**src/rtl/pc_unit_pkg.sv**
```systemverilog
// pc_unit_pkg: next-PC mode encoding and instruction size shared by the PC unit.
package pc_unit_pkg;
  typedef enum logic [2:0] {
    SEQ     = 3'd0,
    BRANCH  = 3'd1,
    CBRANCH = 3'd2,
    REG     = 3'd3,
    CALL    = 3'd4,
    RET     = 3'd5
  } pc_sel_e;
  localparam int INSN_BYTES = 4;
endpackage

```
**src/rtl/pc_ras.sv**
```systemverilog
// pc_ras: circular return-address stack; a push when full overwrites the oldest entry.
module pc_ras #(
  parameter int WIDTH     = 64,
  parameter int RAS_DEPTH = 4
) (
  input  logic                         clk,
  input  logic                         rst_n,
  input  logic                         push,
  input  logic                         pop,
  input  logic [WIDTH-1:0]             push_data,
  output logic [WIDTH-1:0]             top_data,
  output logic [$clog2(RAS_DEPTH):0]   count,
  output logic                         full,
  output logic                         empty
);
  localparam int AW = $clog2(RAS_DEPTH);
  logic [WIDTH-1:0] mem [RAS_DEPTH];
  logic [AW-1:0]    wp, tp;
  assign tp       = wp - 1'b1;
  assign top_data = mem[tp];
  assign full     = count == (AW+1)'(RAS_DEPTH);
  assign empty    = count == '0;
  always_ff @(posedge clk)
    if (push) mem[wp] <= push_data;
  always_ff @(posedge clk or negedge rst_n)
    if (!rst_n) begin
      wp    <= '0;
      count <= '0;
    end else if (push) begin
      wp    <= wp + 1'b1;
      count <= full ? count : count + 1'b1;
    end else if (pop && !empty) begin
      wp    <= tp;
      count <= count - 1'b1;
    end
endmodule

```
**src/rtl/pc_unit.sv**
```systemverilog
// pc_unit: LEGv8 program counter with RAS and exception-PC capture.
// Optional PC_ALIGN_CHECK_EN turns misaligned REG/RET targets into an exception.
module pc_unit
  import pc_unit_pkg::*;
#(
  parameter int               WIDTH        = 64,
  parameter int               OFFSET_W     = 26,
  parameter logic [WIDTH-1:0] RESET_VECTOR = '0,
  parameter logic [WIDTH-1:0] EXC_VECTOR   = 'h100,
  parameter int               RAS_DEPTH    = 4
) (
  input  logic                         clk,
  input  logic                         rst_n,
  input  logic                         pc_write_en_in,
  input  logic [2:0]                   pc_sel_in,
  input  logic                         cond_in,
  input  logic [OFFSET_W-1:0]          offset_in,
  input  logic [WIDTH-1:0]             target_in,
  input  logic                         exc_in,
  output logic [WIDTH-1:0]             pc_out,
  output logic [WIDTH-1:0]             pc_plus4_out,
  output logic [WIDTH-1:0]             epc_out,
  output logic [$clog2(RAS_DEPTH):0]   ras_count_out,
  output logic                         ras_hit_out,
  output logic                         misalign_out
);
  logic [WIDTH-1:0] br_tgt, nxt, ras_top;
  logic             commit, is_call, is_ret, ret_hit, mis, ras_empty;
  assign pc_plus4_out = pc_out + WIDTH'(INSN_BYTES);
  assign br_tgt       = pc_out + (WIDTH'($signed(offset_in)) << 2);
  assign commit       = pc_write_en_in && !exc_in;
  assign is_call      = pc_sel_in == CALL;
  assign is_ret       = pc_sel_in == RET;
  assign ret_hit      = is_ret && !ras_empty;
  always_comb
    nxt = (pc_sel_in == BRANCH || is_call)      ? br_tgt :
          (pc_sel_in == CBRANCH && cond_in)     ? br_tgt :
          (pc_sel_in == REG)                    ? target_in :
          ret_hit                               ? ras_top :
          is_ret                                ? target_in :
                                                  pc_plus4_out;
`ifdef PC_ALIGN_CHECK_EN
  assign mis = commit && (nxt[1:0] != 2'b00);
`else
  assign mis = 1'b0;
`endif
  pc_ras #(.WIDTH(WIDTH), .RAS_DEPTH(RAS_DEPTH)) u_ras (
    .clk       (clk),
    .rst_n     (rst_n),
    .push      (commit && is_call),
    .pop       (commit && ret_hit),
    .push_data (pc_plus4_out),
    .top_data  (ras_top),
    .count     (ras_count_out),
    .full      (),
    .empty     (ras_empty)
  );
  always_ff @(posedge clk or negedge rst_n)
    if (!rst_n) begin
      pc_out       <= RESET_VECTOR;
      epc_out      <= '0;
      ras_hit_out  <= 1'b0;
      misalign_out <= 1'b0;
    end else begin
      ras_hit_out  <= commit && ret_hit;
      misalign_out <= mis;
      if (exc_in || mis) begin
        pc_out  <= EXC_VECTOR;
        epc_out <= pc_out;
      end else if (pc_write_en_in) begin
        pc_out <= nxt;
      end
    end
endmodule

```
**config.mk**
```make
export PLATFORM = sky130hd
export DESIGN_NAME = pc_unit
export DESIGN_NICKNAME = d
export VERILOG_FILES = /design/src/rtl/pc_unit_pkg.sv /design/src/rtl/pc_ras.sv /design/src/rtl/pc_unit.sv
export SDC_FILE = /design/constraint.sdc
export NUM_CORES = 1
export LEC_CHECK = 0
export BUFFER_PORTS_ARGS = -buffer_cell sky130_fd_sc_hd__buf_2
export CAP_MARGIN = 15
export CORE_MARGIN = 4
export CORE_UTILIZATION = 60
export DETAILED_ROUTE_END_ITERATION = 8
export PLACE_DENSITY_LB_ADDON = 0.12
export SYNTH_ARGS = -nofsm -noshare
export SYNTH_HDL_FRONTEND = slang
export SYNTH_SLANG_ARGS = --single-unit
```
**constraint.sdc**
```tcl
create_clock -name clk -period 6.7 [get_ports clk]
set_clock_uncertainty 0.05 [all_clocks]
set_input_delay 1.34 -clock clk [delete_from_list [all_inputs] [get_ports clk]]
set_output_delay 1.34 -clock clk [all_outputs]
set_load 0.03 [all_outputs]
```
==> results.md <==
Clock network:
- The clock passes through at most 3 buffers.
- The number of buffers created by CTS is between 40 and 50.
- The number of clock sinks is 390.
- The cell sitting at the root of the clock tree is a clkbuf_16.
- In this run the post-CTS setup repair buffer count came out at 0.
- TritonCTS built the clock tree.
- The clock reaches the later pin of the worst-skew pair after 0.58 ns.
- After clock tree synthesis, the repair step resized 0 gates.
- The clock tree synthesis step divided the H-tree into 2 levels.
- After clock tree synthesis, the flow added hold-fix buffers numbering 0.
- The clock slew seen by the registers of the worst setup and hold paths is 0.06 ns.

Critical path:
- The maximum fanout count along the critical path is 11.
- In this run the number of cells on the critical path is 7.
- The kind of cell with the highest combined delay along the critical path is simple AND/OR/NAND/NOR gates.
- The stage delay of the slowest cell on the critical path is between 1 and 1.5 ns.
- STA puts the critical path data arrival time at 4.53 ns.
- The launching point of the worst reg2reg path is pc_out[21]$_DFFE_PN0N_.
- The count of buffer and inverter cells on the critical path is 1.
- The critical path startpoint is pc_out[21]$_DFFE_PN0N_.
- The type of origin of the critical path is a register.
- The cell depth of the worst flop-to-flop path is 9.
- The end point of the critical path is pc_plus4_out[49].
- The critical path in this run is classified as reg2out.
- The critical path goes through and4_1 -> and4_1 -> nand4_1 -> nor3_1 -> nand4_1 -> xnor2_1 -> buf_2.
- The end of the worst register-to-register path is pc_out[46]$_DFFE_PN0N_.
- The minimum setup slack among reg-to-reg paths is 2.69 ns.
- The critical path data required time is 5.31 ns.
- The endpoint type of the worst setup path is an output port.
- The highest-delay cell along the critical path is nor3_1.

Power:
- The analysis attributes to net switching a power of 2720 uW.
- The areal power density over the cells is 320 mW/mm2.
- The clock network power share is around 29%.
- The peak supply drop is 0.316 mV.
- The switching fraction of total power is about a third.
- For this design the static power due to leakage is 0.0100 uW.
- Total power for the finished layout comes to a little under 8000 uW.
- Per report_power, the sequential group accounts for a little under two fifths of the total.
- In this run, the combinational gates consume 32.4% of the power.
- The internal power consumption is 5070 uW.

STA:
- The worst path uses 88.3% of the clock period.
- Headroom to the max-slew limit came out at around a quarter.
- Derived from the worst setup path, the maximum achievable clock frequency is 169 MHz.
- The transition at the pin with the smallest max-transition slack is roughly 1.1 ns.
- The final number of setup-violating endpoints is 0.
- The worst hold slack is between 0.4 and 0.5 ns.
- The final total negative setup slack is 0 ns.
- The number of pins exceeding their max-slew limit in the final report is 0.
- The routed design could run at a clock period as short as just under 6 ns.
- Setup repair after global routing left no endpoint under its margin.
- The final number of hold-violating endpoints is 0.

GRT:
- The first-pass GRT wire length is 105 mm.
- The number of global-route vias before repair is about 17000.
- The number of antenna violations at the first check in global routing came to 2.
- The total global routing track utilization is 35.7%.
- Entering global routing, the biggest net connects 75 pins.
- For this run the aggregate overflow at the end of global routing stands at 0.

Floorplanning:
- The floorplan die area is ~0.038 mm2.
- For this configuration, the core starts out at a cell density of 61.1%.
- The floorplan has 68 rows.
- The total I/O pin count is 295.
- The core region is approximately 0.035 mm2.
- In this run the vertical extent of the chip is between 150 and 200 um.
- The die boundary width is 196 um.

Logic synthesis:
- After synthesis the netlist holds a flip-flop and latch count of around 400.
- Yosys printed 0 warnings.
- Summing the sequential cell areas from Yosys gives 52.1% of the chip area.
- Of all flip-flops after synthesis, the portion carrying an async set or reset was 34.4%.
- The synthesized area divided by synthesized cell count is about 12 um2.
- In the synthesized netlist the dominant register cell turns out to be edfxtp_1.
- The synthesized cell area is 0.0212 mm2.
- The number of synthesized flops with an enable pin is 256.
- The synthesized netlist net count is 1965.
- The number of unique standard cell types used by synthesis is 80.
- In the synthesized netlist, the number of instances is 1799.

Drt:
- The first TritonRoute pass finished after 7 iterations.
- The count of nets left with antenna violations after detail routing is 0.
- The first-iteration detailed-routing DRC count is roughly 1900.
- Dividing the detail-routed wire length by the instance count gives 27.5 um.
- The final routed wirelength across all metal layers is 69.7 mm.
- The vias after detailed routing is about 17000.
- After detailed routing, the number of vias per cell comes to 6.73.
- After detailed routing, the number of remaining DRC violations is 0.

Run status:
- The run finished with clean final reports.

Layout:
- The final net count is 2216.
- The final design instance area without fill is 0.0244 mm2.
- The footprint of the multi-input gates is 0.00962 mm2.
- Fill cells in the final layout number 2544.
- Compared with the post-synthesis result, the final layout area differs by 15.0%.
- The sequential cell area is 0.0110 mm2.
- The post-route netlist has 26.3% of its cells at a drive strength greater than 1.

Flow run:
- The tool flagged a number of max-cap violations equal to 0.

Placement:
- The sum of net half-perimeters after detailed placement is 48.2 mm.
- Summing all placed instances gives a cell area of 0.0231 mm2.
- The placer congestion estimate is 0.981.
- Buffers placed on the I/O ports in this run total 293.

Worst hold path:
- The path class of the tightest hold or removal check is reg2reg.
- The worst min-delay path startpoint is epc_out[14]$_DFFE_PN0P_.
## layout by cell type, fill, tap and decap left out, types with 19 or more instances in the layout
cell / n
a211oi_1: 21
a21o_1: 30
a21oi_1: 112
a31oi_1: 19
and3_1: 26
buf_2: 291
buf_4: 26
clkbuf_16: 43
dfrtp_1: 133
edfxtp_1: 256
ha_1: 65
inv_1: 41
mux2_2: 64
mux4_2: 64
nand2_1: 110
nand3_1: 50
nand4_1: 38
nor2_1: 142
nor3_1: 31
o21ai_0: 79
o221ai_1: 35
o22ai_1: 26
xnor2_1: 74
xor2_1: 35
## worst reg2reg max path: stages (launching register included)
cell and delay [ns]:
dfrtp_1 0.50, and4_1 0.29, and4_1 0.31, nand4_1 0.63
nor3_1 0.72, and3_1 0.32, nand3_1 0.11, xnor2_1 0.55
o31ai_1 0.26, a31oi_1 0.18
## state kept, by name, summed over array words and instances, names as in the netlist
register and flops:
u_ras.mem 256, epc_out 64, pc_out 64, u_ras.count 3, u_ras.wp 2, ras_hit_out 1
## synthesized netlist by cell type, drive strengths merged, types with 21 or more instances
cell      n  area (um2)
a211oi   21         158
a21o     30         225
a21oi   113         566
and3     26         163
buf      25         116
clkbuf   86         327
dfrtp   134        3350
edfxtp  256        7690
ha       66         826
inv      41         154
mux2     65         732
mux4     64        1440
nand2   112         420
nand3    51         260
nand4    38         238
nor2    145         544
nor3     33         175
o21ai    83         415
o221ai   35         307
o22ai    26         163
xnor2    74         648
xor2     35         307
## worst min path at each step
stage / to / slack, ns / depth (start not counted)
floorplan: u_ras.wp[1]$_DFFE_PN0P_ / 0.49 / 2
global route: epc_out[51]$_DFFE_PN0P_ / 0.46 / 1
detailed placement: epc_out[36]$_DFFE_PN0P_ / 0.44 / 1
CTS: epc_out[13]$_DFFE_PN0P_ / 0.45 / 1
finish: epc_out[14]$_DFFE_PN0P_ / 0.45 / 1
global placement: epc_out[59]$_DFFE_PN0P_ / 0.43 / 1
## stage by stage
step | worst slack, ns | cells | utilization [%]
2_1_floorplan | 2.40 | 1799 | -
3_3_place_gp | 1.75 | 2462 | 66.5
3_5_place_dp | 1.61 | 2462 | 66.5
4_1_cts | 0.973 | 2538 | 70.3
5_1_grt | 0.657 | 2539 | 70.3
6_report | 0.783 | 2540 | 70.3
## cell type report
cell class	count	share of cell area (%)
clock inverter	18	0.744
inverter	41	0.631
antenna	2	0.0205
multi-input combinational	1257	39.4
sequential	390	45.3
tap	455	2.33
timing repair buffer	319	6.90
clock buffer	58	4.68
## power groups by stage
stage	sequential [uW]	clock (uW)	combinational, uW
final	2980	2290	2530
after global routing	3000	2420	2690
after CTS	2970	2310	2520
after detailed placement	3020	0	2500
after global placement	3010	0	2470
after floorplan	3100	0	1640
## cell families (layout without fill, tap and decap cells)
| logic type | count (synthesis) | count (layout) | synth area share, % |
|---|---|---|---|
| simple gates | 472 | 472 | 10.8 |
| compound gates | 469 | 469 | 15.1 |
| flops | 390 | 390 | 52.1 |
| buf+inv | 152 | 436 | 2.81 |
| mux | 138 | 138 | 10.7 |
| xor+xnor | 109 | 109 | 4.50 |
| fa+ha+maj | 68 | 68 | 4.08 |
| other cells | 1 | 3 | 0.0177 |
## routing by layer
layer | track usage (%) | vias up | part of all wire (%)
met5 | 0 | - | 0
met4 | 12.9 | 0 | 3.8
met3 | 7.09 | 167 | 10
met2 | 56.4 | 1011 | 47
met1 | 49.8 | 8462 | 39
li1 | - | 7449 | -
Note: power is estimated with default switching activity, not from simulation.
